File: src/rtl/mips_pipe_pkg.sv
// ---------------------------------------------------------------------------
// mips_pipe_pkg
// Shared constants for the 5-stage MIPS pipeline control blocks.
//   REG_W      : register address width (32 architectural registers)
//   FWD_*      : EX-stage operand forward select encodings
//   REG_ZERO   : register number of the hard-wired zero register
// ---------------------------------------------------------------------------
package mips_pipe_pkg;

    localparam int REG_W = 5;

    localparam logic [1:0] FWD_REG = 2'b00;  // operand from register file
    localparam logic [1:0] FWD_MEM = 2'b10;  // operand from EX/MEM pipe register
    localparam logic [1:0] FWD_WB  = 2'b01;  // operand from MEM/WB pipe register

    localparam logic [REG_W-1:0] REG_ZERO = '0;

endpackage : mips_pipe_pkg

File: src/rtl/fwd_src_sel.sv
// ---------------------------------------------------------------------------
// fwd_src_sel
// Forward select for a single EX-stage source operand. The MEM-stage result
// is younger than the WB-stage result, so it takes priority. r0 is never
// forwarded because writes to it are discarded.
// Ports:
//   exeSrc  in  EX-stage source register number
//   memRd   in  MEM-stage destination register
//   memWb   in  MEM-stage instruction writes back
//   wbRd    in  WB-stage destination register
//   wb      in  WB-stage instruction writes back
//   sel     out forward select (FWD_REG / FWD_MEM / FWD_WB)
// ---------------------------------------------------------------------------
module fwd_src_sel
    import mips_pipe_pkg::*;
#(
    parameter int AddrW = REG_W
) (
    input  logic [AddrW-1:0] exeSrc,
    input  logic [AddrW-1:0] memRd,
    input  logic             memWb,
    input  logic [AddrW-1:0] wbRd,
    input  logic             wb,
    output logic [1:0]       sel
);

    localparam logic [AddrW-1:0] RegZero = AddrW'(REG_ZERO);

    always_comb begin
        // NOTE: default assigned first so every path drives sel; no latch.
        sel = FWD_REG;
        if (memWb && (memRd != RegZero) && (memRd == exeSrc)) begin
            sel = FWD_MEM;
        end else if (wb && (wbRd != RegZero) && (wbRd == exeSrc)) begin
            sel = FWD_WB;
        end
    end

endmodule : fwd_src_sel

File: src/rtl/fwd_hazard_scoreboard.sv
// ---------------------------------------------------------------------------
// fwd_hazard_scoreboard
// Forwarding and hazard unit for the 5-stage pipeline with a multi-cycle,
// unpipelined multiplier. Produces EX forward selects, tracks the
// multiplier's in-flight destination in a per-register pending scoreboard,
// and raises the ID-stage stall for load-use, RAW-on-pending, WAW-on-pending
// and multiplier-busy hazards.
// Ports:
//   clk_i, rst_i      clock, asynchronous active-low reset
//   IdSrc/IdSrcUsed   ID source registers (src0 in LSBs) and read flags
//   IdRd/IdWb/IdIsMul ID destination, writes-back flag, is-multiply flag
//   ExeSrc/ExeRd      EX source registers and destination
//   ExeMemRead        EX instruction is a load
//   ExeMulIssue       EX instruction is a multiply launched this cycle
//   MemRd/MemWb       MEM destination and write-back flag
//   WbRd/Wb           WB destination and write-back flag
//   forward_sel       per-source EX forward select, 2 bits each
//   IdMulBypass       per-source: ID takes the multiplier result this cycle
//   Stall             hold PC and IF/ID, bubble ID/EX
//   MulDone/MulDoneRd multiplier result valid and its destination
//   MulBusy           multiplier occupied
//   StallCnt          saturating count of stall cycles
// ---------------------------------------------------------------------------
module fwd_hazard_scoreboard
    import mips_pipe_pkg::*;
#(
    parameter int REG_W   = mips_pipe_pkg::REG_W,
    parameter int NUM_SRC = 2,
    parameter int MUL_LAT = 4,   // must be >= 2
    parameter int CNT_W   = 16
) (
    input  logic                     clk_i,
    input  logic                     rst_i,
    input  logic [NUM_SRC*REG_W-1:0] IdSrc,
    input  logic [NUM_SRC-1:0]       IdSrcUsed,
    input  logic [REG_W-1:0]         IdRd,
    input  logic                     IdWb,
    input  logic                     IdIsMul,
    input  logic [NUM_SRC*REG_W-1:0] ExeSrc,
    input  logic [REG_W-1:0]         ExeRd,
    input  logic                     ExeMemRead,
    input  logic                     ExeMulIssue,
    input  logic [REG_W-1:0]         MemRd,
    input  logic                     MemWb,
    input  logic [REG_W-1:0]         WbRd,
    input  logic                     Wb,
    output logic [NUM_SRC*2-1:0]     forward_sel,
    output logic [NUM_SRC-1:0]       IdMulBypass,
    output logic                     Stall,
    output logic                     MulDone,
    output logic [REG_W-1:0]         MulDoneRd,
    output logic                     MulBusy,
    output logic [CNT_W-1:0]         StallCnt
);

    localparam int                   NumRegs = 1 << REG_W;
    localparam int                   CntBits = $clog2(MUL_LAT);
    localparam logic [CntBits-1:0]   CntLoad = CntBits'(MUL_LAT - 1);
    localparam logic [REG_W-1:0]     RegZero = REG_W'(REG_ZERO);

    logic [NumRegs-1:0] pending;
    logic [NumRegs-1:0] pendingNext;
    logic [CntBits-1:0] mulCnt;
    logic               mulBusyQ;
    logic [REG_W-1:0]   mulRdQ;
    logic               issueAcc;
    logic [NUM_SRC-1:0] srcStall;
    logic               wawStall;
    logic               structStall;

    // Result appears when the countdown reaches zero, MUL_LAT cycles after issue.
    assign MulDone   = mulBusyQ && (mulCnt == '0);
    assign MulDoneRd = mulRdQ;
    assign MulBusy   = mulBusyQ;

    // A new multiply is accepted when idle or in the completing cycle; an
    // issue while still counting is impossible given the structural stall
    // and is dropped.
    assign issueAcc = ExeMulIssue && (!mulBusyQ || MulDone);

    // Clear first, then set: a back-to-back multiply to the same register
    // keeps the pending bit.
    always_comb begin
        pendingNext = pending;
        if (MulDone) begin
            pendingNext[mulRdQ] = 1'b0;
        end
        if (issueAcc && (ExeRd != RegZero)) begin
            pendingNext[ExeRd] = 1'b1;
        end
    end

    always_ff @(posedge clk_i or negedge rst_i) begin
        if (!rst_i) begin
            // NOTE: pending is a flop vector, not a RAM, so it is reset
            // with the rest of the state; a mid-multiply reset abandons it.
            pending  <= '0;
            mulCnt   <= '0;
            mulBusyQ <= 1'b0;
            mulRdQ   <= '0;
            StallCnt <= '0;
        end else begin
            // NOTE: non-blocking assignments so every register samples
            // pre-edge values regardless of statement order.
            pending <= pendingNext;
            if (issueAcc) begin
                mulBusyQ <= 1'b1;
                mulCnt   <= CntLoad;
                mulRdQ   <= ExeRd;
            end else if (MulDone) begin
                mulBusyQ <= 1'b0;
            end else if (mulBusyQ) begin
                mulCnt <= mulCnt - 1'b1;
            end
            if (Stall && (StallCnt != '1)) begin
                StallCnt <= StallCnt + 1'b1;
            end
        end
    end

    for (genvar i = 0; i < NUM_SRC; i++) begin : gSrc
        logic [REG_W-1:0] idSrc;
        logic             srcLive;
        logic             doneHit;
        logic             loadUse;
        logic             issueRaw;
        logic             pendRaw;

        assign idSrc    = IdSrc[i*REG_W +: REG_W];
        assign srcLive  = IdSrcUsed[i] && (idSrc != RegZero);
        assign doneHit  = MulDone && (mulRdQ == idSrc);
        assign loadUse  = ExeMemRead && (ExeRd == idSrc);
        assign issueRaw = ExeMulIssue && (ExeRd == idSrc);
        // Completing result is bypassed into ID, so its pending bit no
        // longer blocks this source.
        assign pendRaw  = pending[idSrc] && !doneHit;

        assign srcStall[i]    = srcLive && (loadUse || issueRaw || pendRaw);
        assign IdMulBypass[i] = IdSrcUsed[i] && doneHit && (mulRdQ != RegZero);

        fwd_src_sel #(
            .AddrW (REG_W)
        ) uFwdSel (
            .exeSrc (ExeSrc[i*REG_W +: REG_W]),
            .memRd  (MemRd),
            .memWb  (MemWb),
            .wbRd   (WbRd),
            .wb     (Wb),
            .sel    (forward_sel[2*i +: 2])
        );
    end

    // Writing a register the multiplier will write later would be undone by
    // the late multiply result, unless that result lands this very cycle.
    assign wawStall = IdWb && (IdRd != RegZero)
                      && (pending[IdRd] || (ExeMulIssue && (ExeRd == IdRd)))
                      && !(MulDone && (mulRdQ == IdRd));

    assign structStall = IdIsMul && mulBusyQ && !MulDone;

    assign Stall = (|srcStall) || wawStall || structStall;

endmodule : fwd_hazard_scoreboard

File: config.mk
export PLATFORM = sky130hd
export DESIGN_NAME = fwd_hazard_scoreboard
export DESIGN_NICKNAME = d
export VERILOG_FILES = /design/src/rtl/mips_pipe_pkg.sv /design/src/rtl/fwd_src_sel.sv /design/src/rtl/fwd_hazard_scoreboard.sv
export SDC_FILE = /design/constraint.sdc
export NUM_CORES = 1
export LEC_CHECK = 0
export CORE_ASPECT_RATIO = 1.2
export CORE_MARGIN = 5
export CORE_UTILIZATION = 30
export CTS_CLUSTER_SIZE = 24
export DETAILED_ROUTE_END_ITERATION = 6
export PLACE_DENSITY_LB_ADDON = 0.08
export SYNTH_ARGS = -nofsm -noshare
export SYNTH_HDL_FRONTEND = slang
export SYNTH_SLANG_ARGS = --single-unit
File: constraint.sdc
create_clock -name clk_i -period 5.7 [get_ports clk_i]
set_input_delay 0.855 -clock clk_i [delete_from_list [all_inputs] [get_ports clk_i]]
set_output_delay 0.855 -clock clk_i [all_outputs]
set_load 0.005 [all_outputs]
; ---- Word level (Yosys, flattened, before mapping)
; Index checks and enable logic that the tools add are counted.
[word_totals]
elab_cells = 110
regBits = 56
input_bits = 50
output_inout_bits = 30
[classes]
mux = 21
n_bitwise = 3
n_reduce_logical = 60
n_eq_ne = 12
order_cmp = 7
addsub = 2
[op_table]
columns = op, n
row1 = two-way mux 32 bit, 2
row2 = equality test 5 bit, 10
row3 = logical AND 1 bit, 35
row4 = nonzero test 5 bit, 7
row5 = bitwise AND 32 bit, 1
row6 = inverter 32 bit, 1
row7 = OR 32 bit, 1
row8 = "less-than comparator 5 x 6 -> 1 bit, second input constant", 5
row9 = "adder 16 x 1 -> 16 bit, second input constant", 1
row10 = "!= test 16 bit, second input constant", 1
row11 = binary-select mux 1 bit (select 5 bit), 3
row12 = demux 1 bit (select 5 bit), 2
row13 = ">= comparator 5 x 1 -> 1 bit, second input constant", 2
row14 = two-way mux 2 bit, 5
row15 = two-way mux 1 bit, 9
row16 = logical OR 1 bit, 8
row17 = logical NOT 1 bit, 5
row18 = nonzero test 2 bit, 2
row19 = logical NOT 2 bit, 1
row20 = "!= test 2 x 1 -> 1 bit, second input constant", 1
row21 = AND reduction 2 bit, 1
row22 = OR reduction 2 bit, 1
row23 = "subtractor 2 x 1 -> 2 bit, second input constant", 1

; ---- Logic depth before layout (Yosys ltp)
; Gate-level depths: netlist of the first run.
[depth]
ltp_word = 11
mapped_depth = 10
depth_no_buf = 9

; ---- Cells and area by module
; Synthesis of the first run repeated with hierarchy kept, for this count alone.
[unflattened]
hier_cells = 413
hier_area_um2 = 4095.2
[modules_own_cells]
columns = module, cells_each, seq_area_each_um2, n_inst, area_each_um2
row1 = fwd_hazard_scoreboard, 373, 1401.3, 1, 3792.4
row2 = fwd_src_sel, 20, 0.0, 2, 151.4

; ---- Worst setup path before layout of the first run
; OpenSTA, ideal clock, no wires.
[synth_path]
kind = input-to-output
startpoint = input port IdSrc[5]
endpoint = output port Stall
path_stages = 8
t_arrival_ps = 2640
t_required_ps = 4845
slack_ps = 2205
n_path_buf = 1
path_cell_list = buf_2 mux4_2 mux2i_1 mux2i_1 and4_1 nor3_2 and3_2 inv_1
[synth_via]
elab_chain_cells = 9
word_cells_on_any_way = 17
cone_classes = 2 x eq/ne / 2 x mux / 13 x reduce/logical
[synth_lines]
columns = item, line
row1 = from (decl), fwd_hazard_scoreboard.sv:34  ; input logic [NUM_SRC*REG_W-1:0] IdSrc,
row2 = "parallel branches: the longest is 5 deep, another holds binary-select mux 1 bit (select 5 bit)", --
row3 = logical AND 1 bit *, fwd_hazard_scoreboard.sv:138  ; assign srcStall[i] = srcLive && (loadUse || issueRaw || pendRaw);
row4 = OR reduction 2 bit *, fwd_hazard_scoreboard.sv:161  ; assign Stall = (|srcStall) || wawStall || structStall;
row5 = logical OR 1 bit * (2 in a row), fwd_hazard_scoreboard.sv:161
row6 = to (decl), fwd_hazard_scoreboard.sv:49  ; output logic Stall,
; Every way passes the cells marked *. The select of a mux whose other input is x is not followed.

; ---- Final worst setup path of the first run
[layout_path]
startpoint = input port IdSrc[0]
endpoint = output port Stall
; Same word-level chain as after synthesis.

==> impl_metrics.env, run 1 <==
export IMPL_die_y_um=139
export IMPL_clk_latency_ps=300
export IMPL_cts_hold_buf=0
export IMPL_drc=0
export IMPL_slowest_delay_ps=910
export IMPL_port_buffers=79
export IMPL_numClockSinks=56
export IMPL_rr_startpoint="MulDoneRd[4]"
export IMPL_hold_depth=1
export IMPL_ys_seq_area_share_pct=33.7
export IMPL_dieArea_um2=16300
export IMPL_setup_viol=0
export IMPL_multi_input_area_um2=2580
export IMPL_syn_num_nets=457
export IMPL_power_density_nw_per_um2=370
export IMPL_yosysWarnings=0
export IMPL_critPathLaunchType="input pin"
export IMPL_fin_setup_tns_ps=0
export IMPL_fin_ws_ps=709
export IMPL_io_pins=80
export IMPL_path_buf_inv=3
export IMPL_maxCapViolCount=0
export IMPL_fmax_mhz=200
export IMPL_initial_utilization_pct=30.4
export IMPL_critPathRequiredTime_ps=4850
export IMPL_grt_pass1_wl_um=22100
export IMPL_ys_ff_latch=56
export IMPL_pre_cts_slack_ps=708
export IMPL_netlist_area_um2=4160
export IMPL_post_cts_buffers=0
export IMPL_pwr_share_seq_pct=41.4
export IMPL_max_slew_margin_rel_pct=42.7
export IMPL_n_antenna_cell=0
export IMPL_htree_num_levels=2
export IMPL_syn_avg_cell_area_um2=10.3
export IMPL_crit_top_cell="clkdlybuf4s50_1"
export IMPL_grt_pass1_vias=3821
export IMPL_synth_ff_type="dfrtp_1"
export IMPL_tightest_slew_ps=856
export IMPL_path_cells="clkdlybuf4s50_1, mux4_1, mux4_2, nand4b_1, o211a_4, and3_2, inv_1, clkdlybuf4s50_1"
export IMPL_clock_skew_final_ps=7.63
export IMPL_ant_nets=0
export IMPL_gr_total_overflow=0
export IMPL_hold_start="mulCnt[0]"
export IMPL_area_growth_pct=25.0
export IMPL_r2r_end="StallCnt[1]"
export IMPL_slowest_stage="clkdlybuf4s50_1"
export IMPL_fp_row_count=47
export IMPL_switching_share_pct=39.3
export IMPL_finalWirelength_um=13900
export IMPL_hp_class="register to register"
export IMPL_critPathCaptureType="primary output"
export IMPL_clock_power_share_pct=16.5
export IMPL_drtIter0Drc=333
export IMPL_critPathTopFamily="buffers and inverters"
export IMPL_synth_cell_type_count=49
export IMPL_final_min_clock_period_ps=4990
export IMPL_seq_area_um2=1400
export IMPL_layout_drive_gt1_share_pct=11.7
export IMPL_dp_hpwl_um=10400
export IMPL_postSynthCellCount=405
export IMPL_clk_pin_slew_ps=70
export IMPL_die_w_um=118
export IMPL_antenna_found_initial=0
export IMPL_p_leak_nw=1.83
export IMPL_gp_congestion=0.829
export IMPL_rsz0062_at_grt="no"
export IMPL_numCtsBuffers=5
export IMPL_core_um2=13700
export IMPL_firstDrtPassIters=5
export IMPL_vias=3702
export IMPL_rr_worst_depth=8
export IMPL_maxSlewViolCount=0
export IMPL_async_reset_ff_share_pct=100
export IMPL_status="completed"
export IMPL_vias_per_cell=5.78
export IMPL_track_usage_pct=16.8
export IMPL_cts_resized=0
export IMPL_clock_tree_root_cell="clkbuf_16"
export IMPL_p_sw_w=0.000756
export IMPL_fin_nets=522
export IMPL_ir_drop_mv=0.179
export IMPL_pwr_share_comb_pct=42.0
export IMPL_worstSetupPathType="input pin to primary output"
export IMPL_hold_end="mulCnt[0]"
export IMPL_clk_path_buf_depth=2
export IMPL_path_max_fanout=16
export IMPL_hold_viol_final=0
export IMPL_power_internal_w=0.00117
export IMPL_arrival_ps=4140
export IMPL_rrSetupSlack_ps=2880
export IMPL_grt_max_degree=57
export IMPL_tritoncts="yes"
export IMPL_wl_per_cell_um=21.7
export IMPL_fillers=1379
export IMPL_period_share_pct=87.6
export IMPL_synth_edf_count=0
## cells by family (layout without fill, tap and decap cells)
family / after synthesis / after routing / synth area share (%)
XOR/XNOR: 57 / 57 / 12.0
buffers and inverters: 35 / 100 / 4.42
multiplexers: 47 / 47 / 19.5
AO/OA/AOI/OAI: 100 / 100 / 14.7
flip-flops: 56 / 56 / 33.7
AND/OR/NAND/NOR: 108 / 108 / 15.1
adder cells (fa/ha/maj): 2 / 2 / 0.601
## layer usage
layer	vias up	track usage, %	wire (um)
li1	1660	-	-
met1	1875	21.4	5800
met2	146	29.0	7080
met3	21	2.45	652
met4	0	6.04	377
met5	-	0	0
## worst reg2reg max path, cell delays in order (launching register included)
cell and delay, ps:
dfrtp_1 810, xor2_1 150, nor4_1 340, nand3_1 190
and4_1 240, nor3_2 200, buf_4 260, a31oi_1 200
mux2_2 330
## sequential cells by signal, summed over array words and instances, names as in the netlist
signal	cells
mulCnt	2
MulBusy	1
MulDoneRd	5
StallCnt	16
pending	32
## layout by cell type (no fill, tap or decap), drive strengths merged, types with 9 or more instances in the layout
cell / instances
nand3: 15
clkdlybuf4s50: 78
mux2i: 13
nand2: 19
nor2: 11
mux4: 24
dfrtp: 56
xnor2: 23
mux2: 10
nand4: 11
o21ai: 71
nand3b: 9
xor2: 34
## how the worst max path moves through the flow
| stage | start | to | slack [ps] | cells after the start |
|---|---|---|---|---|
| floorplan | IdSrc[5] | Stall | 2200 | 8 |
| global placement | IdSrc[0] | Stall | 790 | 8 |
| detailed placement | IdSrc[0] | Stall | 710 | 8 |
| CTS | IdSrc[0] | Stall | 710 | 8 |
| global route | IdSrc[0] | Stall | 590 | 8 |
| finish | IdSrc[0] | Stall | 710 | 8 |
## power groups by stage
stage / combinational, W / sequential (W) / clock [W]
floorplan: 0.000571 / 0.000666 / 0
global route: 0.000894 / 0.000820 / 0.000344
finish: 0.000809 / 0.000797 / 0.000317
CTS: 0.000816 / 0.000794 / 0.000327
global placement: 0.000804 / 0.000808 / 0
detailed placement: 0.000813 / 0.000801 / 0
## cell usage after synthesis, types with 5 or more instances
| cell | number | share of area (%) |
|---|---|---|
| mux4_1 | 8 | 5.1 |
| nand3_1 | 15 | 1.8 |
| o21ai_0 | 71 | 8.5 |
| clkbuf_1 | 14 | 1.3 |
| mux4_2 | 16 | 8.7 |
| buf_6 | 5 | 1.4 |
| nand3b_1 | 9 | 1.6 |
| xor2_1 | 34 | 7.2 |
| inv_1 | 7 | 0.63 |
| xnor2_1 | 23 | 4.8 |
| mux2_2 | 10 | 2.7 |
| nand2_1 | 19 | 1.7 |
| nor4_1 | 7 | 1.1 |
| buf_2 | 6 | 0.72 |
| a21oi_1 | 6 | 0.72 |
| or4_1 | 6 | 1.1 |
| nand4_1 | 10 | 1.5 |
| a311oi_2 | 5 | 1.8 |
| nor2_1 | 11 | 0.99 |
| or3_1 | 8 | 1.2 |
| dfrtp_1 | 56 | 34 |
| mux2i_1 | 13 | 3.1 |
## area by class of cell
type | instances | share of cell area (%)
Tap cell | 171 | 4.11
Clock buffer | 6 | 2.67
Multi-Input combinational cell | 314 | 49.5
Clock inverter | 1 | 0.168
Timing Repair Buffer | 86 | 16.1
Sequential cell | 56 | 26.9
Inverter | 7 | 0.505
## metrics by stage
stage                     utilization, %  hold slack (ps)  power [W]  std cells  instance area [um^2]
after floorplan                        -              440    0.00124        405                  4160
after global placement              36.9              463    0.00161        634                  5060
after detailed placement            36.9              462    0.00161        634                  5060
after CTS                           38.0              479    0.00194        641                  5200
after global routing                38.0              486    0.00206        641                  5200
final                               38.0              477    0.00192        641                  5200
Note: power is estimated with default switching activity, not from simulation.
==> run 2, diff against run 1 <==
Settings changed: GPL_ROUTABILITY_DRIVEN from default to 0, TNS_END_PERCENT from default to 10.
==> results of run 2 <==
The final DEF is identical to that of run 1; final timing and power are the same.
==> run 3, diff against run 2 <==
Settings changed: CORE_UTILIZATION 30 to 35, SLEW_MARGIN from default to 20.
==> run 3 against run 2 <==
Register-to-register slack improved by 80 ps. Design area fell by 0.50%. Largest power group unchanged. Utilization grew 6.6 points. Critical endpoint unchanged.
==> impl_metrics.env, run 3 (synthesized netlist as in run 1, its figures left out) <==
export IMPL_die_w_um=110
export IMPL_critPathLaunchType="input pin"
export IMPL_largest_reg_flops=32
export IMPL_drtIter0Drc=281
export IMPL_final_min_clock_period_ps=4910
export IMPL_wl_per_cell_um=21.5
export IMPL_slowest_stage="clkdlybuf4s50_1"
export IMPL_track_usage_pct=19.1
export IMPL_rsz0062_at_grt="no"
export IMPL_hold_depth=1
export IMPL_period_share_pct=86.1
export IMPL_cts_hold_buf=0
export IMPL_dieArea_um2=14200
export IMPL_slowest_delay_ps=850
export IMPL_path_cells="clkdlybuf4s50_1, mux4_1, mux4_2, nand4b_1, o211a_4, and3_2, inv_1, clkdlybuf4s50_1"
export IMPL_tritoncts="yes"
export IMPL_rrSetupSlack_ps=2960
export IMPL_maxCapViolCount=0
export IMPL_rr_worst_depth=8
export IMPL_numClockSinks=56
export IMPL_fillers=1118
export IMPL_ant_nets=0
export IMPL_layout_drive_gt1_share_pct=11.3
export IMPL_gr_total_overflow=0
export IMPL_maxSlewViolCount=0
export IMPL_fmax_mhz=204
export IMPL_initial_utilization_pct=35.8
export IMPL_hold_viol_final=0
export IMPL_switching_share_pct=38.7
export IMPL_arrival_ps=4050
export IMPL_finalWirelength_um=13500
export IMPL_die_y_um=129
export IMPL_cp_startpoint="IdSrc[0]"
export IMPL_vias_per_cell=5.82
export IMPL_p_leak_nw=1.83
export IMPL_hp_class="register to register"
export IMPL_core_um2=11600
export IMPL_grt_max_degree=57
export IMPL_fin_setup_tns_ps=0
export IMPL_vias=3648
export IMPL_firstDrtPassIters=6
export IMPL_antenna_found_initial=0
export IMPL_rr_startpoint="MulDoneRd[4]"
export IMPL_setup_viol=0
export IMPL_final_common_cell="clkdlybuf4s50_1"
export IMPL_worstSetupPathType="input pin to primary output"
export IMPL_grt_pass1_vias=3685
export IMPL_pre_cts_slack_ps=803
export IMPL_fp_row_count=43
export IMPL_cts_resized=0
export IMPL_fin_nets=521
export IMPL_area_growth_pct=24.4
export IMPL_critPathRequiredTime_ps=4850
export IMPL_n_antenna_cell=0
export IMPL_port_buffers=79
export IMPL_clk_latency_ps=300
export IMPL_clock_skew_final_ps=5.06
export IMPL_clock_power_share_pct=16.5
export IMPL_tightest_slew_ps=876
export IMPL_post_cts_buffers=0
export IMPL_clk_pin_slew_ps=70
export IMPL_dp_hpwl_um=9830
export IMPL_path_max_fanout=16
export IMPL_layout_common_cells="78 x clkdlybuf4s50_1, 71 x o21ai_0, 56 x dfrtp_1"
export IMPL_crit_top_cell="clkdlybuf4s50_1"
export IMPL_pwr_share_seq_pct=41.5
export IMPL_pwr_share_comb_pct=42.0
export IMPL_critPathCaptureType="primary output"
export IMPL_clk_path_buf_depth=2
export IMPL_htree_num_levels=2
export IMPL_max_slew_margin_rel_pct=41.4
export IMPL_hold_start="mulCnt[0]"
export IMPL_fin_util_pct=44.6
export IMPL_io_pins=80
export IMPL_power_internal_w=0.00117
export IMPL_clock_tree_root_cell="clkbuf_16"
export IMPL_numCtsBuffers=5
export IMPL_fin_ws_ps=791
export IMPL_grt_pass1_wl_um=20700
export IMPL_drc=0
export IMPL_largest_register="pending"
export IMPL_status="completed"
export IMPL_ir_drop_mv=0.137
export IMPL_power_density_nw_per_um2=369
export IMPL_p_sw_w=0.000740
[run 3: changes by cell type in the layout (fill, tap and decap cells not counted), sizes merged]
cell / previous run / this run
buf: 8 / 7
clkbuf: 6 / 8
clkinv: 1 / 0
[run 3: worst paths after layout]
kind | end
worst min-delay path | mulCnt[0]
worst min register to register | mulCnt[0]
max in group asynchronous | pending[9]
worst max register to register | StallCnt[1]
worst max-delay path | Stall
min in group asynchronous | mulCnt[1]
[run 3: area by class of cell]
cell class | instances | area (um^2) | share of cell area (%)
inverter | 7 | 26.3 | 0.507
sequential | 56 | 1400 | 27.1
multi-input combinational | 314 | 2580 | 49.8
clock buffer | 8 | 146 | 2.83
timing repair buffer | 85 | 831 | 16.0
tap | 157 | 196 | 3.79
[run 3: through the flow]
step | std cells | cell area (um^2) | total power [W] | hold WS, ps
floorplan | 405 | 4160 | 0.00124 | 440
global placement | 619 | 5030 | 0.00159 | 463
detailed placement | 619 | 5030 | 0.00160 | 458
CTS | 627 | 5180 | 0.00192 | 469
global route | 627 | 5180 | 0.00203 | 497
finish | 627 | 5180 | 0.00191 | 463
[run 3: routing by layer]
layer	vias to the layer above	share of wire (%)	global-route usage [%]
met4	0	2.9	7.04
met3	24	5.8	2.79
met5	-	0	0
li1	1654	-	-
met2	134	49	32.5
met1	1836	42	24.6
[run 3: power groups by stage]
| stage | logic (W) | clock network, W | registers, W |
|---|---|---|---|
| 2_1_floorplan | 0.000571 | 0 | 0.000666 |
| 3_3_place_gp | 0.000794 | 0 | 0.000797 |
| 3_5_place_dp | 0.000804 | 0 | 0.000793 |
| 4_1_cts | 0.000807 | 0.000323 | 0.000786 |
| 5_1_grt | 0.000880 | 0.000338 | 0.000815 |
| 6_report | 0.000802 | 0.000316 | 0.000792 |
[run 3: critical path, delay by kind of cell]
kind / cells / cell delay (ps)
simple gates: 2 / 410
mux: 2 / 1120
compound gates: 1 / 310
buf+inv: 3 / 1330
